===== src/rtl/imem_responder.sv =====
// Instruction fetch responder: builds a 64-bit window from 1, 2 or 4 halfword
// reads of a variable-latency 16-bit backing memory. Every output comes
// straight from a flop, so the fetch unit may derive its next address from
// o_imem_data_valid without creating a combinational loop.
module imem_responder #(
    parameter int MEM_AW     = 16,
    parameter bit EARLY_TERM = 1'b1
) (
    input  logic              clk,
    input  logic              rst_n,
    input  logic [63:0]       i_imem_addr,
    input  logic              i_imem_addr_valid,
    output logic [63:0]       o_imem_data,
    output logic              o_imem_data_valid,
    output logic [MEM_AW-1:0] o_mem_addr,
    output logic              o_mem_rd_en,
    input  logic [15:0]       i_mem_rdata,
    input  logic              i_mem_rvalid,
    output logic              o_busy
);

    typedef enum logic [2:0] {
        S_IDLE,
        S_ISSUE,
        S_WAIT,
        S_DONE,
        S_DRAIN
    } state_t;

    state_t            r_state;
    logic [MEM_AW-1:0] r_ha;
    logic [1:0]        r_beat;
    logic [1:0]        r_last;
    logic [63:0]       r_buf;
    logic              r_valid;
    logic              r_rd_en;
    logic [MEM_AW-1:0] r_mem_addr;
    logic              r_busy;

    logic [MEM_AW-1:0] w_req_ha;
    logic              w_new_addr;
    logic [1:0]        w_first_last;
    logic [1:0]        w_last;
    logic              w_is_last;
    logic [1:0]        w_next_beat;
    logic [MEM_AW-1:0] w_next_addr;
    logic [MEM_AW-1:0] w_drain_ha;
    logic [5:0]        w_slot_lsb;
    logic              w_unused_addr_bits;

    // Byte address bit 0 and the bits above the memory range never matter.
    assign w_unused_addr_bits = ^{i_imem_addr[63:MEM_AW+1], i_imem_addr[0]};

    assign w_req_ha    = i_imem_addr[MEM_AW:1];
    assign w_new_addr  = i_imem_addr_valid && (w_req_ha != r_ha);

    // Last beat index (N-1) decoded from the first halfword's length bits.
    assign w_first_last = !EARLY_TERM     ? 2'd3 :
                          !i_mem_rdata[15] ? 2'd0 :
                          i_mem_rdata[14]  ? 2'd3 : 2'd1;
    assign w_last       = (r_beat == 2'd0) ? w_first_last : r_last;
    assign w_is_last    = (r_beat == w_last);
    assign w_next_beat  = r_beat + 2'd1;
    assign w_next_addr  = r_ha + MEM_AW'(w_next_beat);
    assign w_drain_ha   = w_new_addr ? w_req_ha : r_ha;

    // Slot 0 lives in the top halfword, slot 3 in the bottom one.
    assign w_slot_lsb   = {~r_beat, 4'b0000};

    // Fetch sequencer: one read outstanding at most, registered outputs.
    always_ff @(posedge clk or negedge rst_n) begin
        if (!rst_n) begin
            r_state    <= S_IDLE;
            r_ha       <= '0;
            r_beat     <= '0;
            r_last     <= '0;
            r_buf      <= '0;
            r_valid    <= 1'b0;
            r_rd_en    <= 1'b0;
            r_mem_addr <= '0;
            r_busy     <= 1'b0;
        end else begin
            r_rd_en <= 1'b0;
            case (r_state)
                S_IDLE: begin
                    if (i_imem_addr_valid) begin
                        r_ha       <= w_req_ha;
                        r_mem_addr <= w_req_ha;
                        r_beat     <= '0;
                        r_buf      <= '0;
                        r_rd_en    <= 1'b1;
                        r_busy     <= 1'b1;
                        r_state    <= S_ISSUE;
                    end
                end
                S_ISSUE: begin
                    if (w_new_addr) begin
                        r_ha    <= w_req_ha;
                        r_state <= S_DRAIN;
                    end else begin
                        r_state <= S_WAIT;
                    end
                end
                S_WAIT: begin
                    if (w_new_addr) begin
                        r_ha <= w_req_ha;
                        if (i_mem_rvalid) begin
                            r_mem_addr <= w_req_ha;
                            r_beat     <= '0;
                            r_buf      <= '0;
                            r_rd_en    <= 1'b1;
                            r_state    <= S_ISSUE;
                        end else begin
                            r_state <= S_DRAIN;
                        end
                    end else if (i_mem_rvalid) begin
                        r_buf[w_slot_lsb +: 16] <= i_mem_rdata;
                        if (r_beat == 2'd0) begin
                            r_last <= w_first_last;
                        end
                        if (w_is_last) begin
                            r_valid <= 1'b1;
                            r_state <= S_DONE;
                        end else begin
                            r_beat     <= w_next_beat;
                            r_mem_addr <= w_next_addr;
                            r_rd_en    <= 1'b1;
                            r_state    <= S_ISSUE;
                        end
                    end
                end
                S_DONE: begin
                    if (!i_imem_addr_valid) begin
                        r_valid <= 1'b0;
                        r_busy  <= 1'b0;
                        r_state <= S_IDLE;
                    end else if (w_req_ha != r_ha) begin
                        r_ha       <= w_req_ha;
                        r_mem_addr <= w_req_ha;
                        r_beat     <= '0;
                        r_buf      <= '0;
                        r_valid    <= 1'b0;
                        r_rd_en    <= 1'b1;
                        r_state    <= S_ISSUE;
                    end
                end
                S_DRAIN: begin
                    r_ha <= w_drain_ha;
                    if (i_mem_rvalid) begin
                        r_mem_addr <= w_drain_ha;
                        r_beat     <= '0;
                        r_buf      <= '0;
                        r_rd_en    <= 1'b1;
                        r_state    <= S_ISSUE;
                    end
                end
                default: begin
                    r_valid <= 1'b0;
                    r_busy  <= 1'b0;
                    r_state <= S_IDLE;
                end
            endcase
        end
    end

    assign o_imem_data       = r_buf;
    assign o_imem_data_valid = r_valid;
    assign o_mem_addr        = r_mem_addr;
    assign o_mem_rd_en       = r_rd_en;
    assign o_busy            = r_busy;

endmodule

===== config.mk =====
export PLATFORM = sky130hd
export DESIGN_NAME = imem_responder
export DESIGN_NICKNAME = d
export VERILOG_FILES = /design/src/rtl/imem_responder.sv
export SDC_FILE = /design/constraint.sdc
export NUM_CORES = 1
export LEC_CHECK = 0
export CAP_MARGIN = 15
export CORE_MARGIN = 1.5
export CORE_UTILIZATION = 47
export CTS_CLUSTER_DIAMETER = 100
export DETAILED_ROUTE_END_ITERATION = 10
export GPL_ROUTABILITY_DRIVEN = 0
export PLACE_DENSITY = 0.89
export SKIP_LAST_GASP = 1
export SLEW_MARGIN = 5
export SYNTH_ARGS = -nofsm -noshare
export SYNTH_HDL_FRONTEND = slang
export SYNTH_SLANG_ARGS = --single-unit

===== constraint.sdc =====
create_clock -name clk -period 3.4 [get_ports clk]
set_clock_uncertainty 0.05 [all_clocks]
set_input_delay 0.34 -clock clk [delete_from_list [all_inputs] [get_ports clk]]
set_output_delay 0.34 -clock clk [all_outputs]
set_load 0.05 [all_outputs]

==> key figures <==
Final layout
  • Share of layout cells above drive strength 1: 14.3%
  • Nets: 646
  • Area delta synth->final: 29.8%
  • Ant diodes: 0
  • Fin area: 0.00671 mm2

Detailed routing
  • Drt pass-1 iters: 5
  • WL/cell: 18.7 um
  • Number of remaining DRC errors: 0
  • Initial DRC count: 316
  • Antenna Nets Post-Route: 0
  • Via count: ~4,200
  • Via density: 6.02
  • Wirelength, routed: 13,000 um

Floorplan
  • Core Area: 0.0108 mm2
  • I/O Pins: 167
  • Die Wd: 108 um
  • Chip height: around 110 um
  • Placement Rows: 38
  • Initial core utilization: between 40% and 50%
  • Die ar.: 0.0116 mm2

Worst setup path
  • Path depth of the worst reg2reg path: 9
  • Data arrival time of the critical path: 3.22 ns
  • Critical Path Source Type: flip-flop
  • Max FO, Critical Path: 10
  • Critical Path RT: 3.67 ns
  • Kind of critical path: flip-flop to flip-flop
  • Element type at the critical path end: flip-flop

Clock network
  • CTS sink cnt: 106
  • Setup Fix Bufs, Post-CTS: 0
  • Clock transition at path regs: between 0.1 and 0.15 ns
  • Clock Latency Late Sink: 0.37 ns
  • CTS Buf Count: 9
  • Clk root buf: clkbuf_8
  • H-tree depth: 3
  • Post-cts sizing count: 0
  • Clock tree buffer depth: 2
  • Hold buffers post-CTS: 1
  • CTS tree: done

STA
  • Peak Freq: 0.339 GHz
  • Rel. slew slack: around 58%
  • Hold Vio Cnt, Final: 0
  • Final Setup Violations: 0
  • Period utilization: 86.8%
  • Slew at the pin closest to its max-slew limit: 0.634 ns
  • TNS Setup: 0 ns
  • RSZ-0062 raised after global routing: no
  • Final min period: 2.95 ns
  • Post-route setup slack: 0.450 ns
  • Pins Over Slew Limit: 0

Synthesis
  • Post-synthesis cell count: between 400 and 500
  • Synth Cell Area: roughly 0.0052 mm2
  • Sequential-to-total area share from yosys stat: between 50% and 60%
  • Post-synth EDFFs: 0
  • Synth Register Bits: 106
  • Yosys Warn Count: 0
  • Synth area leaders: dfrtp_1 51%, a22o_1 11%, mux2_2 5.4%
  • Synth area leader: dfrtp_1
  • Area share of the largest cell type after synthesis: 51.3%
  • Main flop type after synthesis: dfrtp_1
  • Most frequent cell after synthesis: dfrtp_1
  • FFs w/ async S/R, synth: 100%
  • Syn Nets: 527
  • Post-synth top cells: 106 x dfrtp_1, 67 x a22o_1, 25 x mux2_2, 19 x nand2_1, 16 x xnor2_1
  • Synth unique cells: 60
  • Avg Cell Area, Syn: 11.9 um2

Placement
  • Input/output buffers: 118
  • Dpl ws: between 0.3 and 0.4 ns
  • Placed inst area: 0.00652 mm2
  • Post-DP HPWL: a little over 9000 um

Global route
  • First-pass GRT wire length: 20,800 um
  • Initial antenna violation count: 0
  • Total congestion overflow: 0
  • Gr usage total: 22.8%
  • Largest net degree at the start of global routing: 65
  • Vias in the first global route: 4,056

Power
  • Sw power: roughly 2.1 mW
  • Clock share of power: approximately 16%
  • Pwr Total: between 4 and 5 mW
  • Pwr dens: 706 mW/mm2
  • Peak VDD IR: 0.574 mV
  • Int Power: 2.66 mW
  • Flop pwr share: 36.4%
  • Gate power share: 47.9%
  • Sw Share: 43.8%
  • Lkg Pwr: ~2.9 nW

Job
  • Max-cap check violation count: 0

Min path
  • Worst hold path type: primary input to asynchronous set/reset pin

Status
  • Outcome: finished, final reports clean
## sequential cells by signal (all words and copies together) (netlist names), 2 cells and up
register and flops:
o_imem_data 64, o_mem_addr 16, r_beat 2, r_ha 16
r_last 2, r_state 3
## power groups by stage
stage / sequential [mW] / combinational (mW) / clock [mW]
2_1_floorplan: 2.16 / 1.13 / 0
3_3_place_gp: 1.73 / 2.22 / 0
3_5_place_dp: 1.74 / 2.26 / 0
4_1_cts: 1.72 / 2.28 / 0.758
5_1_grt: 1.76 / 2.42 / 0.812
6_report: 1.72 / 2.27 / 0.742
## metrics by stage
| stage | hold WS, ns | instances | util (%) |
|---|---|---|---|
| detailed placement | 0.333 | 681 | 60.4 |
| global route | 0.480 | 698 | 62.2 |
| floorplan | -0.00559 | 434 | - |
| global placement | 0.307 | 681 | 60.4 |
| finish | 0.450 | 698 | 62.2 |
| CTS | 0.454 | 698 | 62.2 |
## routing by layer
metal,track usage (%),routed length [um],vias up
met5,0,0,-
li1,-,-,1902
met2,38.0,6400,182
met4,7.89,220,0
met1,30.5,5650,2096
met3,3.15,779,23
## area by class of cell
cell class	instances	area, um2
inverters	11	41.3
multi-input cells	285	2300
flip-flops and latches	106	2650
repair buffers	140	1360
clock buffers	9	124
fillers	845	4080
clock inverters	7	58.8
well taps	140	175
## kinds of logic (layout without fill, tap and decap cells)
family	after synthesis	in the layout	synth area share, %
DFF	106	106	51.3
muxes	34	34	7.57
AOI/OAI and AO/OA	142	142	22.0
adders and majority gates	9	9	2.32
xor gates and xnor gates	19	19	3.36
and+or+nand+nor	81	81	9.27
buffers and inverters	43	167	4.23
## layout by cell type (no fill, tap or decap), types with 3 or more instances in the layout
master and n:
inv_6 3, o311ai_0 3, mux2i_1 5, dfrtp_1 106, ha_1 8, o21ai_0 14
o22ai_1 3, nor2_1 9, a21oi_1 12, and2_1 4, a22oi_1 6, nand2_1 19
o211ai_1 4, inv_1 11, nand3_1 9, or3_1 3, a31oi_1 4, o2bb2ai_1 6
nor2b_1 3, a22o_1 67, xnor2_1 16, mux2_2 25, and3_1 6, mux2_4 4
a21o_1 3, clkdlybuf4s50_1 117, o21ai_2 4, clkbuf_8 9, buf_4 21, nand4_1 8
## final timing paths
kind                       slack [ns]               to       from
setup / recovery                 0.45   o_mem_addr[11]  r_beat[1]
hold / removal                   0.45  o_imem_data[49]      rst_n
setup reg to reg                 0.45   o_mem_addr[11]  r_beat[1]
hold reg to reg                  0.46        r_last[1]  r_last[1]
max in group asynchronous        2.10  o_imem_data[13]      rst_n
min in group clk                 0.46        r_last[1]  r_last[1]
## worst max-delay path: stages, from the launching register on
cell and delay, ns:
dfrtp_1 0.47, inv_1 0.14, ha_1 0.43, ha_1 0.33, a21o_1 0.19, nand4_1 0.35
or4_1 0.57, nand3_1 0.10, a22o_1 0.13, mux2_4 0.14
Power figures use the tool's default switching activity.
